File: src/rtl/fetch_aligner.sv
// RV32IC fetch front end: reads 32-bit words from the I-cache, splits them into
// 16/32-bit instructions (including word-straddling ones) and hands them to decode.
module fetch_aligner #(
  parameter logic [31:0] RESET_PC = 32'h0000_0000
) (
  input  logic        clk,
  input  logic        proc_reset_n,
  output logic        icache_read,
  output logic [29:0] icache_addr,
  input  logic [31:0] icache_rdata,
  input  logic        icache_stall,
  input  logic        redirect,
  input  logic [31:0] redirect_pc,
  output logic        inst_valid,
  input  logic        inst_ready,
  output logic [31:0] inst,
  output logic [31:0] inst_pc,
  output logic        inst_is_compressed
);

  localparam int unsigned XLEN = 32;
  localparam int unsigned AW   = 30;
  localparam int unsigned HW   = 16;

  typedef enum logic {
    S_RUN  = 1'b0,
    S_FILL = 1'b1
  } state_t;

  state_t            r_state;
  logic [XLEN-1:0]   r_pc;
  logic [HW-1:0]     r_hold;
  logic              r_hold_vld;
  logic              r_pend;
  logic [XLEN-1:0]   r_pend_pc;
  logic              r_active;
  logic              r_inst_valid;
  logic [XLEN-1:0]   r_inst;
  logic [XLEN-1:0]   r_inst_pc;
  logic              r_inst_c;

  state_t            w_state;
  logic [XLEN-1:0]   w_pc;
  logic [HW-1:0]     w_hold;
  logic              w_hold_vld;
  logic              w_pend;
  logic [XLEN-1:0]   w_pend_pc;
  logic [XLEN-1:0]   w_tgt;
  logic              w_read;
  logic [AW-1:0]     w_addr;
  logic              w_load;
  logic [XLEN-1:0]   w_ld_inst;
  logic              w_ld_c;
  logic              w_flush;
  logic              w_slot_free;
  logic              w_hold_c;
  logic              w_lo_c;

  assign w_slot_free = !r_inst_valid || inst_ready;
  assign w_hold_c    = (r_hold[1:0] != 2'b11);
  assign w_lo_c      = (icache_rdata[1:0] != 2'b11);

  // Fetch request, alignment and redirect handling
  always_comb begin
    w_state    = r_state;
    w_pc       = r_pc;
    w_hold     = r_hold;
    w_hold_vld = r_hold_vld;
    w_pend     = r_pend;
    w_pend_pc  = r_pend_pc;
    w_tgt      = r_pend_pc;
    w_read     = 1'b0;
    w_addr     = r_pc[XLEN-1:2];
    w_load     = 1'b0;
    w_ld_inst  = '0;
    w_ld_c     = 1'b0;
    w_flush    = 1'b0;

    // Request depends only on frozen state while stalled, so it holds steady
    if (r_active) begin
      case (r_state)
        S_RUN: begin
          if (!r_pc[1]) begin
            w_read = w_slot_free;
          end else if (r_hold_vld && !w_hold_c) begin
            w_read = w_slot_free;
            w_addr = r_pc[XLEN-1:2] + AW'(1);
          end
        end
        S_FILL:  w_read = w_slot_free;
        default: w_read = 1'b0;
      endcase
    end

    if (icache_stall) begin
      if (redirect) begin
        w_pend    = 1'b1;
        w_pend_pc = redirect_pc;
        w_flush   = 1'b1;
      end
    end else if (redirect || r_pend) begin
      w_tgt      = redirect ? redirect_pc : r_pend_pc;
      w_pc       = w_tgt & ~XLEN'(1);
      w_hold_vld = 1'b0;
      w_pend     = 1'b0;
      w_flush    = 1'b1;
      w_state    = w_tgt[1] ? S_FILL : S_RUN;
    end else if (r_active) begin
      case (r_state)
        S_RUN: begin
          if (!r_pc[1]) begin
            if (w_slot_free) begin
              w_load = 1'b1;
              if (w_lo_c) begin
                w_ld_inst  = {16'h0000, icache_rdata[15:0]};
                w_ld_c     = 1'b1;
                w_pc       = r_pc + XLEN'(2);
                w_hold     = icache_rdata[31:16];
                w_hold_vld = 1'b1;
              end else begin
                w_ld_inst  = icache_rdata;
                w_pc       = r_pc + XLEN'(4);
                w_hold_vld = 1'b0;
              end
            end
          end else if (r_hold_vld) begin
            if (w_slot_free) begin
              w_load = 1'b1;
              if (w_hold_c) begin
                w_ld_inst  = {16'h0000, r_hold};
                w_ld_c     = 1'b1;
                w_pc       = r_pc + XLEN'(2);
                w_hold_vld = 1'b0;
              end else begin
                // Instruction straddles the word boundary
                w_ld_inst  = {icache_rdata[15:0], r_hold};
                w_pc       = r_pc + XLEN'(4);
                w_hold     = icache_rdata[31:16];
                w_hold_vld = 1'b1;
              end
            end
          end else begin
            w_state = S_FILL;
          end
        end
        S_FILL: begin
          if (w_slot_free) begin
            w_hold     = icache_rdata[31:16];
            w_hold_vld = 1'b1;
            w_state    = S_RUN;
          end
        end
        default: w_state = S_RUN;
      endcase
    end
  end

  always_ff @(posedge clk or negedge proc_reset_n) begin
    if (!proc_reset_n) begin
      r_state    <= S_RUN;
      r_pc       <= RESET_PC & ~XLEN'(1);
      r_hold     <= '0;
      r_hold_vld <= 1'b0;
      r_pend     <= 1'b0;
      r_pend_pc  <= '0;
      r_active   <= 1'b0;
    end else begin
      r_state    <= w_state;
      r_pc       <= w_pc;
      r_hold     <= w_hold;
      r_hold_vld <= w_hold_vld;
      r_pend     <= w_pend;
      r_pend_pc  <= w_pend_pc;
      r_active   <= 1'b1;
    end
  end

  // Output register toward decode
  always_ff @(posedge clk or negedge proc_reset_n) begin
    if (!proc_reset_n) begin
      r_inst_valid <= 1'b0;
      r_inst       <= '0;
      r_inst_pc    <= '0;
      r_inst_c     <= 1'b0;
    end else if (w_flush) begin
      r_inst_valid <= 1'b0;
    end else if (w_load) begin
      r_inst_valid <= 1'b1;
      r_inst       <= w_ld_inst;
      r_inst_pc    <= r_pc;
      r_inst_c     <= w_ld_c;
    end else if (inst_ready) begin
      r_inst_valid <= 1'b0;
    end
  end

  assign icache_read        = w_read;
  assign icache_addr        = w_addr;
  assign inst_valid         = r_inst_valid;
  assign inst               = r_inst;
  assign inst_pc            = r_inst_pc;
  assign inst_is_compressed = r_inst_c;

endmodule

File: config.mk
export PLATFORM = sky130hd
export DESIGN_NAME = fetch_aligner
export DESIGN_NICKNAME = d
export VERILOG_FILES = /design/src/rtl/fetch_aligner.sv
export SDC_FILE = /design/constraint.sdc
export NUM_CORES = 1
export LEC_CHECK = 0
export ABC_AREA = 1
export CAP_MARGIN = 15
export CORE_ASPECT_RATIO = 1.4
export CORE_MARGIN = 8
export CORE_UTILIZATION = 53
export CTS_CLUSTER_DIAMETER = 120
export DETAILED_ROUTE_END_ITERATION = 7
export PLACE_DENSITY = 0.78
export SETUP_SLACK_MARGIN = 0.05
export SLEW_MARGIN = 20
export SYNTH_ARGS = -nofsm -noshare
export SYNTH_HDL_FRONTEND = slang
export SYNTH_SLANG_ARGS = --single-unit
export TNS_END_PERCENT = 30
File: constraint.sdc
create_clock -name clk -period 2.08 [get_ports clk]
set_input_delay 0.312 -clock clk [delete_from_list [all_inputs] [get_ports clk]]
set_output_delay 0.312 -clock clk [all_outputs]
set_load 0.02 [all_outputs]
==> flow_summary.json <==
{
  "run_status": "finished, violations left",
  "failing_checks": "negative setup slack",
  "period_share": 1.18,
  "synth-xor-area-share": 0.0243,
  "post_synth_instance_area_um2": 8670,
  "post_synth_fa_ha_maj_area_fraction": 0.00289,
  "slowest_cell_delay_on_critical_path_ns": 0.39,
  "grt_antenna_before_repair": 0,
  "timing.hold.worst.class": "primary input to asynchronous set/reset pin",
  "final_common_cell": "sky130_fd_sc_hd__nand2_1",
  "ios": 166,
  "share_clk_of_total_power": 0.216,
  "synth_edf_count": 0,
  "timing_hold_violations_final": 0,
  "start_kind": "flop",
  "timing.fmax_ghz": 0.408,
  "power_density_nw_per_um2": 1030,
  "die-area_um2": 20800,
  "postLayoutSetupSlackWorst_ns": -0.373,
  "cp_data_arrival_time_ns": 2.14,
  "via_count": 10492,
  "yosys.area_share.simple": 0.302,
  "dp_cells": 1716,
  "synth_mux_area_frac": 0.0208,
  "mappedNetlistNets": 1301,
  "instances_no_fill": 1806,
  "power.share.switching": 0.402,
  "post_drt_via_cell_ratio": 5.81,
  "ir_drop_mv": 1.08,
  "n_antenna_cell": 0,
  "async_flop_share": 1.00,
  "internal_power_uw": 8520,
  "global_route.usage.total": 0.332,
  "critPathMostFrequentCell": "sky130_fd_sc_hd__nor2_4",
  "crit_required_ns": 1.77,
  "slew_viol_final": 0,
  "drt_pre_antenna_iters": 6,
  "cts.reportedPaths.clkPinSlew_ns": 0.07,
  "clk_latency_ns": 0.44,
  "cts_sinks": 147,
  "synth_cells": 1230,
  "place_hpwl_um": 24800,
  "remaining_drc_errors": 0,
  "maxCapViolations": 0,
  "htreeDepth": 4,
  "clk_path_buf_depth": 2,
  "distinct_cell_type_count_after_synthesis": 40,
  "leakage_power_figure_uw": 0.00666,
  "critical_path_class": "flop to output pin",
  "largest_family_of_logic_cells_by_synthesized_area": "simple AND/OR/NAND/NOR gates",
  "worst_r2r_path_depth": 14,
  "placement.cell_area_um2": 11800,
  "vias_in_the_first_global_route": 10062,
  "synth_area_per_cell_um2": 7.05,
  "p_seq_frac": 0.309,
  "chipWidth_um": 124,
  "finClkSkew_ns": 0.0108,
  "post-route-cell-area_um2": 13900,
  "crit_end": "icache_addr[7]",
  "routed_wire_length_per_instance_um": 21.1,
  "gpl.final_weighted_congestion": 0.999,
  "detailedRoute.firstIterationViolations": 1019,
  "largest_net_degree_at_the_start_of_global_routing": 60,
  "root_buffer": "sky130_fd_sc_hd__clkbuf_16",
  "critPathLaunch": "r_hold[1]",
  "synth_top_flop_cell": "sky130_fd_sc_hd__dfrtp_1",
  "crit_chain": "nand2_2 -> inv_2 -> nand3_4 -> nor3_4 -> inv_4 -> nor2_4 -> nand2_4 -> nor2_4 -> xor2_1 -> buf_4",
  "io_buffer_count": 163,
  "final_antenna_net_count": 0,
  "fin_nets": 1665,
  "layout-drive-gt1-share": 0.298,
  "cpMaxStageDelayCell": "sky130_fd_sc_hd__dfrtp_1",
  "max_slew.worst_pin.slew_ns": 0.661,
  "ys_seq_elements": 147,
  "row_count": 55,
  "start_util": 0.538,
  "synth-compound-area-share": 0.135,
  "rsz0062_at_grt": "true",
  "cts_made_buffers": 17,
  "maximum_fanout_along_the_worst_path": 3,
  "core_area_um2": 16100,
  "floorplan_die_height_um": 167,
  "critical_path.reg2reg.endpoint": "inst[17]",
  "setup_viol": 81,
  "worstReg2RegStart": "r_pc[1]",
  "timing.reg2reg.setup_slack_ns": -0.22,
  "grt_pass1_wl_um": 53000,
  "cts_tree": "yes",
  "p_sw_uw": 5730,
  "combPwrFrac": 0.475,
  "area_delta_synth_final_pct": 60.1,
  "synth-warning-count": 0,
  "final_period_minus_worst_setup_slack_ns": 2.45,
  "top_library_cells_by_usage_in_the_layout_fill_and_taps_aside": "sky130_fd_sc_hd__nand2_1 (325), sky130_fd_sc_hd__buf_4 (210), sky130_fd_sc_hd__dfrtp_1 (144)",
  "wl_um": 38100,
  "synth.yosys.seq_area_share": 0.424,
  "grt-ovfl-total": 0,
  "critical_path.endpoint_type": "output pin",
  "max_slew_margin": 0.559
}
-- sequential cells by signal, summed over array words and instances (netlist names), 16 cells and up --
name / cells
inst: 32
inst_pc: 31
r_hold: 16
r_pc: 31
r_pend_pc: 31
-- worst min path at each step --
stage	from	endpoint
after floorplan	proc_reset_n	inst[0]
after global placement	proc_reset_n	r_pend_pc[4]
after detailed placement	proc_reset_n	r_pend_pc[4]
after CTS	proc_reset_n	r_pend_pc[4]
after global routing	redirect	r_hold_vld
final	proc_reset_n	r_pend_pc[4]
-- logic make-up (layout without fill, tap and decap cells) --
group,after synthesis,count (layout)
simple gates,628,628
fa+ha+maj,2,2
flops,147,147
xor+xnor,24,24
mux,18,18
compound gates,217,217
other cells,2,2
buf+inv,192,569
-- power groups by stage --
stage,sequential [µW],combinational [µW],clock (µW)
floorplan,4940,2030,0
global placement,4290,5790,0
detailed placement,4320,5860,0
CTS,4300,6180,3060
global route,4480,7160,3190
finish,4400,6770,3080
-- metal layers --
| metal | wire, µm | track usage | vias to the layer above | share of wire |
|---|---|---|---|---|
| met2 | 18900 | 0.565 | 664 | 0.50 |
| li1 | - | - | 4684 | - |
| met3 | 3110 | 0.0616 | 215 | 0.082 |
| met4 | 3330 | 0.233 | 0 | 0.087 |
| met1 | 12700 | 0.358 | 4929 | 0.33 |
| met5 | 0 | 0 | - | 0 |
-- per-stage QoR --
stage | utilization | setup TNS (ns) | total power [µW] | worst slack, ns | hold WS [ns]
final | 0.862 | -10.19 | 14300 | -0.373 | 0.333
after floorplan | - | 0 | 6980 | 0.0645 | 0.0164
after global routing | 0.862 | -18.52 | 14800 | -0.472 | 0.365
after global placement | 0.733 | -15.12 | 10100 | -0.422 | 0.227
after detailed placement | 0.733 | -18.22 | 10200 | -0.451 | 0.231
after CTS | 0.808 | -7.65 | 13500 | -0.357 | 0.353
-- Yosys cell counts, types with 2 or more instances --
library cell                 n  area share
sky130_fd_sc_hd__inv_1     118       0.051
sky130_fd_sc_hd__nand4_1     2      0.0014
sky130_fd_sc_hd__nor2_4      3      0.0039
sky130_fd_sc_hd__o21ai_0    99       0.057
sky130_fd_sc_hd__conb_1      2     0.00087
sky130_fd_sc_hd__nand2_2     4      0.0029
sky130_fd_sc_hd__clkbuf_1   29       0.013
sky130_fd_sc_hd__o211ai_1    4      0.0035
sky130_fd_sc_hd__buf_2      24       0.014
sky130_fd_sc_hd__buf_1       4      0.0017
sky130_fd_sc_hd__o21ai_1    49       0.028
sky130_fd_sc_hd__inv_2       9      0.0039
sky130_fd_sc_hd__dfrtp_1   147        0.42
sky130_fd_sc_hd__buf_4       4      0.0035
sky130_fd_sc_hd__a31oi_1     4      0.0029
sky130_fd_sc_hd__nand3_2     2      0.0023
sky130_fd_sc_hd__nand2_1   360        0.16
sky130_fd_sc_hd__clkbuf_2    3      0.0017
sky130_fd_sc_hd__ha_1        2      0.0029
sky130_fd_sc_hd__a21oi_2     9      0.0091
sky130_fd_sc_hd__nor2_2      4      0.0029
sky130_fd_sc_hd__o22ai_1     2      0.0014
sky130_fd_sc_hd__a21oi_1    39       0.023
sky130_fd_sc_hd__nor2_1    111       0.048
sky130_fd_sc_hd__nand3_1   133       0.077
sky130_fd_sc_hd__xor2_1     23       0.023
sky130_fd_sc_hd__nor3_1      5      0.0029
sky130_fd_sc_hd__mux2i_1    18       0.021
sky130_fd_sc_hd__a22oi_1     6      0.0052
-- worst max-delay path, delay by kind of cell, from the launching register on --
kind | cells | cell delay [ns]
XOR/XNOR | 1 | 0.17
buffers and inverters | 3 | 0.39
flip-flops | 1 | 0.39
AND/OR/NAND/NOR | 6 | 0.74
-- layout make-up --
class | count | area (µm²)
inverters | 127 | 500
clock inverters | 12 | 123
multi-input cells | 891 | 4950
repair buffers | 410 | 3920
flip-flops and latches | 147 | 3680
clock buffers | 20 | 457
fillers | 914 | 2230
well taps | 199 | 249
-- repair_timing --
item                                    in CTS  in global routing
gates cloned                                 3                  6
endpoints found under the setup margin     114                120
hold endpoints to repair                    29                  0
gates resized for setup                    295                143
setup buffers                               23                 25
pin swaps                                   19                 34
hold buffers                                 1                  0
Power figures use the tool's default switching activity.
